[config.mk]
export PLATFORM = sky130hd
export DESIGN_NAME = sipo
export DESIGN_NICKNAME = d
export VERILOG_FILES = /design/src/rtl/sipo_pkg.sv /design/src/rtl/sipo_out_reg.sv /design/src/rtl/sipo.sv
export SDC_FILE = /design/constraint.sdc
export NUM_CORES = 1
export LEC_CHECK = 0
export BUFFER_PORTS_ARGS = -buffer_cell sky130_fd_sc_hd__buf_2
export CELL_PAD_IN_SITES_DETAIL_PLACEMENT = 0
export CELL_PAD_IN_SITES_GLOBAL_PLACEMENT = 1
export CORE_UTILIZATION = 30
export CTS_BUF_LIST = sky130_fd_sc_hd__clkbuf_16
export DETAILED_ROUTE_END_ITERATION = 8
export PLACE_DENSITY_LB_ADDON = 0.1
export REMOVE_ABC_BUFFERS = 1
export SYNTH_ARGS = -nofsm -noshare
export SYNTH_HDL_FRONTEND = slang
export SYNTH_SLANG_ARGS = --single-unit
[constraint.sdc]
create_clock -name CLK -period 2.6 [get_ports CLK]
set_input_delay 0 -clock CLK [delete_from_list [all_inputs] [get_ports CLK]]
set_output_delay 0 -clock CLK [all_outputs]
set_load 0.01 [all_outputs]
[src/rtl/sipo_pkg.sv]
`default_nettype none
// +-----------------------------------------------------------------+
// | sipo_pkg : shared sizing helpers for the SIPO up-converter      |
// | Rev 1.0                                                         |
// +-----------------------------------------------------------------+
package sipo_pkg;

  // Lane count must hold the full value NUM_SHIFTS, hence the extra bit.
  function automatic int cnt_width(input int lanes);
    return $clog2(lanes) + 1;
  endfunction

endpackage
`default_nettype wire

[src/rtl/sipo_out_reg.sv]
`default_nettype none
// +-----------------------------------------------------------------+
// | sipo_out_reg : one-entry output holding register                |
// | Rev 1.0                                                         |
// +-----------------------------------------------------------------+
module sipo_out_reg #(
  parameter int DATA_W = 64,
  parameter int CNT_W  = 3
) (
  input  logic              CLK,
  input  logic              RST_N,
  input  logic              i_load,
  input  logic [DATA_W-1:0] i_dat,
  input  logic              i_last,
  input  logic [CNT_W-1:0]  i_cnt,
  input  logic              i_rdy,
  output logic              o_free,
  output logic [DATA_W-1:0] o_dat,
  output logic              o_vld,
  output logic              o_last,
  output logic [CNT_W-1:0]  o_cnt
);

  logic [DATA_W-1:0] r_dat;
  logic              r_vld;
  logic              r_last;
  logic [CNT_W-1:0]  r_cnt;

  // A drain and a reload in the same cycle keep r_vld high with no bubble.
  assign o_free = ~r_vld | i_rdy;

  always_ff @(posedge CLK or negedge RST_N) begin
    if (!RST_N) begin
      r_dat  <= '0;
      r_vld  <= 1'b0;
      r_last <= 1'b0;
      r_cnt  <= '0;
    end else if (i_load) begin
      r_dat  <= i_dat;
      r_vld  <= 1'b1;
      r_last <= i_last;
      r_cnt  <= i_cnt;
    end else if (i_rdy) begin
      r_vld  <= 1'b0;
    end
  end

  assign o_dat  = r_dat;
  assign o_vld  = r_vld;
  assign o_last = r_last;
  assign o_cnt  = r_cnt;

endmodule
`default_nettype wire

[src/rtl/sipo.sv]
`default_nettype none
// +-----------------------------------------------------------------+
// | sipo : serial-in parallel-out width up-converter, lane0 = LSBs  |
// | Rev 1.0                                                         |
// +-----------------------------------------------------------------+
module sipo
  import sipo_pkg::*;
#(
  parameter int DATA_IN_WIDTH  = 16,
  parameter int DATA_OUT_WIDTH = 64,
  localparam int NUM_SHIFTS    = DATA_OUT_WIDTH / DATA_IN_WIDTH,
  localparam int CNT_W         = cnt_width(NUM_SHIFTS)
) (
  input  logic                      CLK,
  input  logic                      RST_N,
  input  logic                      IN_VLD,
  input  logic                      IN_LAST,
  input  logic [DATA_IN_WIDTH-1:0]  IN_DAT,
  output logic                      IN_RDY,
  output logic [DATA_OUT_WIDTH-1:0] OUT_DAT,
  output logic                      OUT_VLD,
  output logic                      OUT_LAST,
  output logic [CNT_W-1:0]          OUT_CNT,
  input  logic                      OUT_RDY
);

  localparam int IDX_W = CNT_W - 1;

  logic [DATA_OUT_WIDTH-1:0] r_asm;
  logic [IDX_W-1:0]          r_cnt;
  logic                      r_asm_done;

  logic                      w_out_free;
  logic                      w_last_lane;
  logic                      w_accept;
  logic                      w_complete;
  logic                      w_load;
  logic [DATA_OUT_WIDTH-1:0] w_asm_new;
  logic [DATA_OUT_WIDTH-1:0] w_load_dat;
  logic                      w_load_last;
  logic [CNT_W-1:0]          w_cnt_p1;

  assign w_last_lane = (r_cnt == IDX_W'(NUM_SHIFTS - 1));
  assign IN_RDY      = ~r_asm_done & (~w_last_lane | w_out_free);
  assign w_accept    = IN_VLD & IN_RDY;
  assign w_complete  = w_accept & (w_last_lane | IN_LAST);
  assign w_cnt_p1    = {1'b0, r_cnt} + CNT_W'(1);

  // Lanes above r_cnt are already zero because r_asm is cleared on every hand-off.
  for (genvar l = 0; l < NUM_SHIFTS; l++) begin : g_lane
    assign w_asm_new[l*DATA_IN_WIDTH +: DATA_IN_WIDTH] =
      (r_cnt == IDX_W'(l)) ? IN_DAT : r_asm[l*DATA_IN_WIDTH +: DATA_IN_WIDTH];
  end

  // A held flush has priority; IN_RDY is low while it waits so no beat competes.
  assign w_load      = w_out_free & (r_asm_done | w_complete);
  assign w_load_dat  = r_asm_done ? r_asm : w_asm_new;
  assign w_load_last = r_asm_done | IN_LAST;

  always_ff @(posedge CLK or negedge RST_N) begin
    if (!RST_N) begin
      r_asm      <= '0;
      r_cnt      <= '0;
      r_asm_done <= 1'b0;
    end else if (r_asm_done) begin
      if (w_out_free) begin
        r_asm      <= '0;
        r_cnt      <= '0;
        r_asm_done <= 1'b0;
      end
    end else if (w_accept) begin
      if (w_complete && w_out_free) begin
        r_asm <= '0;
        r_cnt <= '0;
      end else if (w_complete) begin
        r_asm      <= w_asm_new;
        r_asm_done <= 1'b1;
      end else begin
        r_asm <= w_asm_new;
        r_cnt <= r_cnt + IDX_W'(1);
      end
    end
  end

  sipo_out_reg #(
    .DATA_W (DATA_OUT_WIDTH),
    .CNT_W  (CNT_W)
  ) u_out_reg (
    .CLK    (CLK),
    .RST_N  (RST_N),
    .i_load (w_load),
    .i_dat  (w_load_dat),
    .i_last (w_load_last),
    .i_cnt  (w_cnt_p1),
    .i_rdy  (OUT_RDY),
    .o_free (w_out_free),
    .o_dat  (OUT_DAT),
    .o_vld  (OUT_VLD),
    .o_last (OUT_LAST),
    .o_cnt  (OUT_CNT)
  );

endmodule
`default_nettype wire

==> results.cfg <==
[grt]
grt_pass1_vias = 3962
grt_overflow = 0
grt_use_total_pct = 15.3
grt_pass1_wl_mm = 22.8
grt_max_degree = 105
antenna_found_initial = 0

[critical_path]
crit_buf_inv = 0
reg2reg_depth = 5
cp.arrival_ps = 2640
crit_end = r_asm[3]
path_delay_family = simple AND/OR/NAND/NOR gates
r2r_slack_ps = 310
critPathSlowestCell = and2_1
max_stage_delay_ps = 780
crit_start = r_cnt[0]
crit_cells = 5
r2r_start = r_cnt[0]
path_max_fanout = 16
path_cells = ha_1, nand2b_4, a211oi_2, and2_1, a22o_1
critPathKind = flip-flop to flip-flop
reg2reg_to = r_asm[3]
worst_ep_required_time_ps = 2950
critPathLaunchType = flip-flop
end_kind = flip-flop

[run]
maxCapViolCount = 0

[sta]
period_needed_ps = 2290
hold_slack_ps = 252
rsz0062_at_grt = false
hold_viol = 0
slew_violations = 0
finClkSkew_ps = 11.1
fin_crit_sh_pct = 88.1
fmax_mhz = 436
setup_violations = 0
tightest_slew_ps = 926
max_slew_margin_pct = 38.3

[die]
die_w_microns = 141
die_y_microns = 141
rows = 50
io_pins = 91
coreArea_sq_um = 18800
dieArea_sq_um = 19700
initial_core_util_pct = 30.7

[drt]
ant_nets = 0
detailedRoute.firstPassIterationCount = 4
drt-total-wl_mm = 13.9
avgViaCountPerCell = 4.73
dr.first_iter.drc_count = 132
avgRoutedWirePerCell_microns = 16.8
vias = 3925
route.detailed.drc = 0

[final_layout]
syn_to_final_growth_pct = 24.6
layout-drive-gt1-share_pct = 23.3
final_nets = 608
diodes = 0

[pwr]
ir_drop_mv = 0.477
total_power_w = 0.00705
leakage_nw = 3.68
p_per_area_nw_per_um2 = 983

[synthesis]
synth_warnings = 0
ys_top_cells_by_area = dfrtp_1, mux2i_1, a22o_1, o21ai_0, nand2_1
synth.top_cell.area_share_pct = 59.1
synth_cells = 480
synth-seq-cells = 136
ys_types = 32
avgSynthCellArea_sq_um = 12.0
yosysTopAreaCell = dfrtp_1
ys_seq_area_share_pct = 59.1
synth_area_sq_um = 5760

[clocking]
htree_levels = 4
ctsResizeCount = 0
clockRootBuffer = clkbuf_16
insertion_delay_ps = 420
clk_path_buf_depth = 2
postCtsSetupBuffers = 0
clock_sinks = 136
numCtsBuffers = 17
cts.clk_slew.worst_paths_ps = 60
cts_tree = yes

[hold_path]
min_path_type = input pin to async pin

[outcome]
status = finished, final reports clean

[placed_design]
dp_hpwl_mm = 8.70
gp_congestion = 0.680
io_buffers = 90
==> cells in the final DEF (no fill, tap or decap), drive strengths merged <==
cell         count
dfrtp          136
buf            101
o21ai           72
nand2           69
mux2i           64
a22o            48
dlygate4sd3     20
and2            19
clkbuf          17
clkinv           8
inv              7
nor2             6
nand2b           5
ha               4
nor3             3
bufinv           3
a31oi            2
a211oi           2
mux2             2
a21oi            1
a211o            1
o22a             1
o21a             1
nor2b            1
or3              1
nand3            1
clkinvlp         1
==> cells in the mapped netlist (all sizes together) <==
| library cell | number |
|---|---|
| nand2 | 69 |
| o22a | 1 |
| a31oi | 2 |
| nand3 | 1 |
| a211o | 1 |
| inv | 4 |
| nor2 | 6 |
| o21a | 1 |
| ha | 4 |
| clkbuf | 8 |
| buf | 29 |
| mux2 | 2 |
| and2 | 19 |
| nor2b | 1 |
| o21ai | 72 |
| a211oi | 2 |
| mux2i | 64 |
| or3 | 1 |
| dfrtp | 136 |
| a22o | 48 |
| nand2b | 5 |
| a21oi | 1 |
| nor3 | 3 |
==> worst min path at each step <==
stage | from | end | slack (ps)
after floorplan | RST_N | r_asm[0] | -300
final | RST_N | u_out_reg.o_dat[62] | 250
after global routing | RST_N | u_out_reg.o_dat[62] | 340
after detailed placement | RST_N | u_out_reg.o_dat[61] | 190
after global placement | RST_N | u_out_reg.o_dat[62] | 170
after CTS | RST_N | u_out_reg.o_dat[55] | 320
==> sequential cells by signal, indices dropped and copies added, names as in the netlist <==
signal / flops
u_out_reg.o_last: 1
u_out_reg.o_vld: 1
u_out_reg.o_dat: 64
r_asm_done: 1
r_asm: 64
u_out_reg.o_cnt: 3
r_cnt: 2
==> final cells by class <==
type / instances / area [sq um]
repair buffers: 121 / 790
clock buffers: 17 / 425
clock inverters: 15 / 144
well taps: 234 / 293
multi-input cells: 303 / 2100
fillers: 1919 / 11600
flip-flops and latches: 136 / 3400
inverters: 4 / 15.0
==> metrics by stage <==
stage | TNS, ps | instance area, sq um | setup slack, ps | std cells | util, %
floorplan | -99790 | 5500 | -1260 | 443 | -
global placement | 0 | 6400 | 345 | 778 | 34.1
detailed placement | 0 | 6400 | 323 | 778 | 34.1
CTS | 0 | 7170 | 299 | 830 | 38.2
global route | 0 | 7170 | 165 | 830 | 38.2
finish | 0 | 7170 | 308 | 830 | 38.2
==> cells by family after synthesis <==
group                      after synthesis  share of synthesized area (%)
muxes                                   66                           11.5
buffers and inverters                   41                           4.67
and+or+nand+nor                        105                           8.33
DFF                                    136                           59.1
AOI/OAI and AO/OA                      128                           15.5
adders and majority gates                4                          0.870
==> where the power goes <==
group | internal (W) | total, W | switching, W | leakage, nW
registers | 0.00259 | 0.00287 | 0.000276 | 1.83
logic | 0.000786 | 0.00183 | 0.00104 | 1.55
clock network | 0.00147 | 0.00236 | 0.000885 | 0.290
total | 0.00485 | 0.00705 | 0.00220 | 3.68
==> per-layer routing <==
metal / track usage (%) / routed length, microns
met1: 22.2 / 7060
met2: 22.2 / 6120
met3: 4.14 / 583
met4: 4.81 / 150
met5: 0 / 0
==> what timing repair did <==
item,CTS,global route
endpoints found under the hold margin,182,0
setup endpoints to repair,0,0
hold buffers,20,0
(Power assumes the default switching activity.)
